===== config.mk =====
export PLATFORM = sky130hd
export DESIGN_NAME = seq_subtractor32
export DESIGN_NICKNAME = d
export VERILOG_FILES = /design/src/rtl/seq_subtractor32.sv
export SDC_FILE = /design/constraint.sdc
export NUM_CORES = 1
export LEC_CHECK = 0
export BUFFER_PORTS_ARGS = -buffer_cell sky130_fd_sc_hd__clkbuf_2
export CAP_MARGIN = 20
export CORE_AREA = 4 4 152 154
export CTS_CLUSTER_DIAMETER = 150
export DETAILED_ROUTE_END_ITERATION = 6
export DIE_AREA = 0 0 156 158
export GPL_ROUTABILITY_DRIVEN = 0
export SLEW_MARGIN = 20
export SYNTH_ARGS = -nofsm -noshare
export SYNTH_HDL_FRONTEND = slang
export SYNTH_SLANG_ARGS = --single-unit

===== constraint.sdc =====
create_clock -name clk -period 3.65 [get_ports clk]
set_clock_uncertainty 0.2 [all_clocks]
set_input_delay 0.365 -clock clk [delete_from_list [all_inputs] [get_ports clk]]
set_output_delay 0.365 -clock clk [all_outputs]
set_load 0.005 [all_outputs]

===== src/rtl/seq_subtractor32.sv =====
// seq_subtractor32: two-slice multi-cycle subtractor D = A - B - bin with NZVB flags
module seq_subtractor32 #(
    parameter int WIDTH = 32
) (
    input  logic             clk,
    input  logic             reset,
    input  logic             start,
    input  logic [WIDTH-1:0] A,
    input  logic [WIDTH-1:0] B,
    input  logic             bin,
    output logic [WIDTH-1:0] D,
    output logic             bout,
    output logic             N,
    output logic             Z,
    output logic             V,
    output logic             busy,
    output logic             done
);
    localparam int H = WIDTH / 2;
    typedef enum logic [1:0] {IDLE, LO, HI, DONE} state_t;
    state_t state_q, state_d;
    logic [WIDTH-1:0] a_q, b_q, d_q, d_d;
    logic bin_q, c_mid_q, bout_q, n_q, z_q, v_q, busy_q, done_q, accept;
    logic [H:0] lo_sum, hi_sum;
    assign lo_sum = {1'b0, a_q[H-1:0]} + {1'b0, ~b_q[H-1:0]} + {{H{1'b0}}, ~bin_q};
    assign hi_sum = {1'b0, a_q[WIDTH-1:H]} + {1'b0, ~b_q[WIDTH-1:H]} + {{H{1'b0}}, c_mid_q};
    assign d_d = {hi_sum[H-1:0], d_q[H-1:0]};
    assign {D, bout, N, Z, V, busy, done} = {d_q, bout_q, n_q, z_q, v_q, busy_q, done_q};
    // next state: a request is taken from IDLE or DONE, otherwise walk LO -> HI -> DONE -> IDLE
    always_comb begin
        accept  = start && (state_q == IDLE || state_q == DONE);
        state_d = accept ? LO : state_q == LO ? HI : state_q == HI ? DONE : IDLE;
    end
    // state, operand capture, per-slice result update and flag registers
    always_ff @(posedge clk) begin
        if (reset) begin
            state_q <= IDLE;
            a_q     <= '0;
            b_q     <= '0;
            bin_q   <= 1'b0;
            c_mid_q <= 1'b0;
            d_q     <= '0;
            bout_q  <= 1'b0;
            n_q     <= 1'b0;
            z_q     <= 1'b0;
            v_q     <= 1'b0;
            busy_q  <= 1'b0;
            done_q  <= 1'b0;
        end else begin
            state_q <= state_d;
            busy_q  <= state_d == LO || state_d == HI;
            done_q  <= state_d == DONE;
            if (accept) begin
                a_q   <= A;
                b_q   <= B;
                bin_q <= bin;
            end
            if (state_q == LO) begin
                d_q[H-1:0] <= lo_sum[H-1:0];
                c_mid_q    <= lo_sum[H];
            end
            if (state_q == HI) begin
                d_q    <= d_d;
                bout_q <= ~hi_sum[H];
                n_q    <= d_d[WIDTH-1];
                z_q    <= d_d == '0;
                v_q    <= (a_q[WIDTH-1] != b_q[WIDTH-1]) && (d_d[WIDTH-1] != a_q[WIDTH-1]);
            end
        end
    end
endmodule


==> qor.log <==
qor: grt.grt_pass1_wl 23000 um
qor: sta.worst_pin_slew 0.918 ns
qor: floorplan.die_height 158 um
qor: detailed_routing.wl_met3 698 um
qor: worst_setup_path.criticalPathCategory flop to flop
qor: sta.setup_repair_after_global_routing_missed_its_margin false
qor: power.total_leakage_power 2.68 nW
qor: floorplan.initial_utilization 24.7%
qor: grt.number_of_global_route_vias_before_repair 4613
qor: worst_setup_path.timing.critical_path.mode_cell sky130_fd_sc_hd__inv_1
qor: place.post-dp-hpwl 10700 um
qor: place.preCtsSetupSlack 0.0394 ns
qor: sta.fin_setup_tns 0 ns
qor: worst_setup_path.critPathRequiredTime 3.73 ns
qor: detailed_routing.dr.pass1.iters 4
qor: detailed_routing.drc_errors 0
qor: yosys.syn-cell-area 0.00537 sq mm
qor: grt.number_of_antenna_violations_at_the_first_check_in_global_routing 0
qor: grt.globalRoute.totalOverflow 0
qor: cells_and_area.insertedDiodeCount 0
qor: yosys.synthCells 670
qor: place.port_buffers 105
qor: cts.clk_root_buffer_cell sky130_fd_sc_hd__clkbuf_16
qor: worst_setup_path.timing.critical_path.buf_inv 2
qor: grt.all_layer_gr_usage 11.7%
qor: yosys.ys_async_sr_fraction 0%
qor: detailed_routing.route.met2.wl 6840 um
qor: cts.clockBufferDepth 2
qor: worst_setup_path.critical_path.max_fanout 2
qor: yosys.post-synth-top-area-fraction 39.2%
qor: worst_setup_path.critical-path-top-delay-family simple AND/OR/NAND/NOR gates
qor: sta.worst_slew_margin_rel 38.8%
qor: detailed_routing.first_iter_violations 205
qor: yosys.ys.warnings.count 0
qor: yosys.edff_count_synth 0
qor: floorplan.die_w 156 um
qor: sta.setup_ws 0.184 ns
qor: worst_setup_path.worst_path_largest_cell_delay 0.45 ns
qor: power.seq_power_share 36.6%
qor: cts.numCtsBuffers 9
qor: worst_setup_path.cp_data_arrival_time 3.55 ns
qor: yosys.synth_flop_cell sky130_fd_sc_hd__dfxtp_1
qor: status.status finished, final reports clean
qor: job.maxCapViolCount 0
qor: sta.timing.final.crit_share 95.0%
qor: cts.cts_max_level 3
qor: cells_and_area.area_growth_syn_to_layout 20.0%
qor: yosys.yosys.area.top_type sky130_fd_sc_hd__dfxtp_1
qor: power.cell_internal_pwr 0.00251 W
qor: power.pwr-share-comb 40.1%
qor: cells_and_area.filler_cell_count 2367
qor: power.swShare 36.4%
qor: power.power_density 613 mW/mm^2
qor: sta.timing.fmax 288 MHz
qor: power.share_clk_of_total_power 23.3%
qor: floorplan.placeableCoreArea 0.0217 sq mm
qor: sta.final_count_of_negative_setup_slack_endpoints 0
qor: cts.tritoncts_clock_tree yes
qor: yosys.syn_area_per_cell 8.01 sq um
qor: worst_setup_path.critPathCaptureType flop
qor: power.vdd_drop_max 0.000221 V
qor: sta.min_period 3.47 ns
qor: floorplan.row_count 54
qor: cells_and_area.final_layout_size_suffix_gt1_share 18.0%
qor: worst_hold_path.hold_crit_class input pin to flop
qor: yosys.synth_fp_nets 776
qor: floorplan.top_level_ports 106
qor: sta.maxSlewViolCount 0
qor: detailed_routing.dr.max_layer_used met4
qor: sta.worst_hold_slack 0.0283 ns
qor: detailed_routing.detail_route.wirelength.met1 6490 um
qor: cts.clk_latency 0.35 ns
qor: detailed_routing.avgRoutedWirePerCell 13.6 um
qor: floorplan.floorplan.die_area 0.0246 sq mm
qor: yosys.synth.lib_cells_used.distinct 59
qor: detailed_routing.vias 4702
qor: sta.hold_viol_final 0
qor: yosys.postSynthRegisterBits 105
qor: detailed_routing.final_antenna_net_count 0
qor: worst_setup_path.critical_path.cell_chain inv_1, fa_2, inv_1, fa_1, nor4_1, and4_1, nand3_1, or4_4, a2111oi_4, nand4bb_1, or4_1, o21ai_1
qor: worst_setup_path.start_kind flop
qor: cts.post_cts_repair_timing_setup_buffer_count 0
qor: cts.clk_pin_slew 0.07 ns
qor: worst_setup_path.critical-path-slowest-cell sky130_fd_sc_hd__or4_4
qor: cts.clock_sinks 105
qor: detailed_routing.drt-total-wl 14100 um
qor: yosys.netlist_top_cells_area sky130_fd_sc_hd__dfxtp_1, sky130_fd_sc_hd__nand2_1, sky130_fd_sc_hd__ha_1, sky130_fd_sc_hd__a21oi_1, sky130_fd_sc_hd__mux2i_1
qor: cells_and_area.nets 861
qor: detailed_routing.viasPerCell 4.52
qor: grt.grt_start_max_net_pins 83
qor: cells_and_area.final_cell_area 0.00644 sq mm
qor: power.net_switching 0.00144 W
qor: yosys.synth-seq-area-share 39.2%
qor: place.placed_area 0.00616 sq mm
## metrics by stage
| step | util [%] | cells | total power, W |
|---|---|---|---|
| after global routing | 29.7 | 1040 | 0.00428 |
| after floorplan | - | 670 | 0.00262 |
| after global placement | 28.4 | 1024 | 0.00306 |
| final | 29.7 | 1040 | 0.00395 |
| after detailed placement | 28.4 | 1024 | 0.00307 |
| after CTS | 29.7 | 1040 | 0.00402 |
## final cells by class
type                       instances  area, sq um  share of cell area (%)
clock inverter                     3         15.0                   0.233
inverter                          45          169                    2.62
clock buffer                      13          260                    4.04
timing repair buffer             111          586                    9.09
tap                              280          350                    5.44
sequential                       105         2100                    32.6
multi-input combinational        483         2960                    46.0
## power by group through the flow
| stage | clock network [W] | logic (W) | registers (W) |
|---|---|---|---|
| global route | 0.00100 | 0.00181 | 0.00147 |
| floorplan | 0 | 0.00118 | 0.00144 |
| detailed placement | 0 | 0.00160 | 0.00147 |
| CTS | 0.000969 | 0.00161 | 0.00145 |
| global placement | 0 | 0.00159 | 0.00147 |
| finish | 0.000921 | 0.00159 | 0.00144 |
## routing by layer
layer	vias to the layer above	track usage, %
met2	88	20.0
li1	2440	-
met1	2164	14.5
met5	-	0
met4	0	3.25
met3	10	3.14
## layout by cell type (no fill, tap or decap), types with 7 or more instances in the layout
cell type | Yosys | final
sky130_fd_sc_hd__mux2i_1 | 20 | 20
sky130_fd_sc_hd__o21a_1 | 8 | 8
sky130_fd_sc_hd__o21ai_0 | 10 | 10
sky130_fd_sc_hd__inv_1 | 45 | 45
sky130_fd_sc_hd__nand2_1 | 143 | 142
sky130_fd_sc_hd__nor3_1 | 8 | 8
sky130_fd_sc_hd__xnor2_1 | 16 | 16
sky130_fd_sc_hd__clkbuf_2 | 0 | 104
sky130_fd_sc_hd__ha_1 | 34 | 34
sky130_fd_sc_hd__clkbuf_16 | 0 | 9
sky130_fd_sc_hd__nand3_1 | 11 | 11
sky130_fd_sc_hd__nor2_1 | 50 | 50
sky130_fd_sc_hd__dfxtp_1 | 105 | 105
sky130_fd_sc_hd__a21o_1 | 8 | 8
sky130_fd_sc_hd__a211oi_1 | 7 | 7
sky130_fd_sc_hd__a21oi_1 | 84 | 84
## tightest hold or removal path: stages
cell and delay, ns:
sky130_fd_sc_hd__clkbuf_2 0.08, sky130_fd_sc_hd__nand2_1 0.05, sky130_fd_sc_hd__a21oi_1 0.05
## timing repair
item	in CTS	in global routing
hold buffers	0	0
setup endpoints to repair	0	1
gates resized for setup	0	1
hold endpoints to repair	0	0
## cells by family (layout without fill, tap and decap cells)
group	count (synthesis)	after routing	share of synthesized area (%)
buffers and inverters	82	172	5.80
and+or+nand+nor	256	256	21.1
adders and majority gates	38	38	9.42
muxes	21	21	3.94
DFF	105	105	39.2
xor gates and xnor gates	19	19	3.10
AOI/OAI and AO/OA	149	149	17.4
## worst paths after layout
kind                               end  slack, ns  cells after the start     from
worst max register to register       Z       0.18                     12  a_q[16]
worst max-delay path                 Z       0.18                     12  a_q[16]
worst min register to register  b_q[4]       0.25                      2   b_q[4]
worst min-delay path            b_q[9]       0.03                      3     B[9]
## synth_stat cells (5+ instances only)
library cell and count:
sky130_fd_sc_hd__a211oi_1 7, sky130_fd_sc_hd__a21o_1 8, sky130_fd_sc_hd__a21oi_1 84, sky130_fd_sc_hd__a31oi_1 5, sky130_fd_sc_hd__and3_1 5, sky130_fd_sc_hd__buf_1 6, sky130_fd_sc_hd__clkbuf_1 30, sky130_fd_sc_hd__dfxtp_1 105
sky130_fd_sc_hd__ha_1 34, sky130_fd_sc_hd__inv_1 45, sky130_fd_sc_hd__mux2i_1 20, sky130_fd_sc_hd__nand2_1 143, sky130_fd_sc_hd__nand2b_1 6, sky130_fd_sc_hd__nand3_1 11, sky130_fd_sc_hd__nor2_1 50, sky130_fd_sc_hd__nor3_1 8
sky130_fd_sc_hd__o21a_1 8, sky130_fd_sc_hd__o21ai_0 10, sky130_fd_sc_hd__xnor2_1 16
## sequential cells by signal (all words and copies together) (netlist names)
| name | flops |
|---|---|
| bout | 1 |
| done | 1 |
| state_q | 2 |
| D | 32 |
| b_q | 32 |
| V | 1 |
| Z | 1 |
| bin_q | 1 |
| a_q | 32 |
| c_mid_q | 1 |
| busy | 1 |
Note: power is estimated with default switching activity, not from simulation.
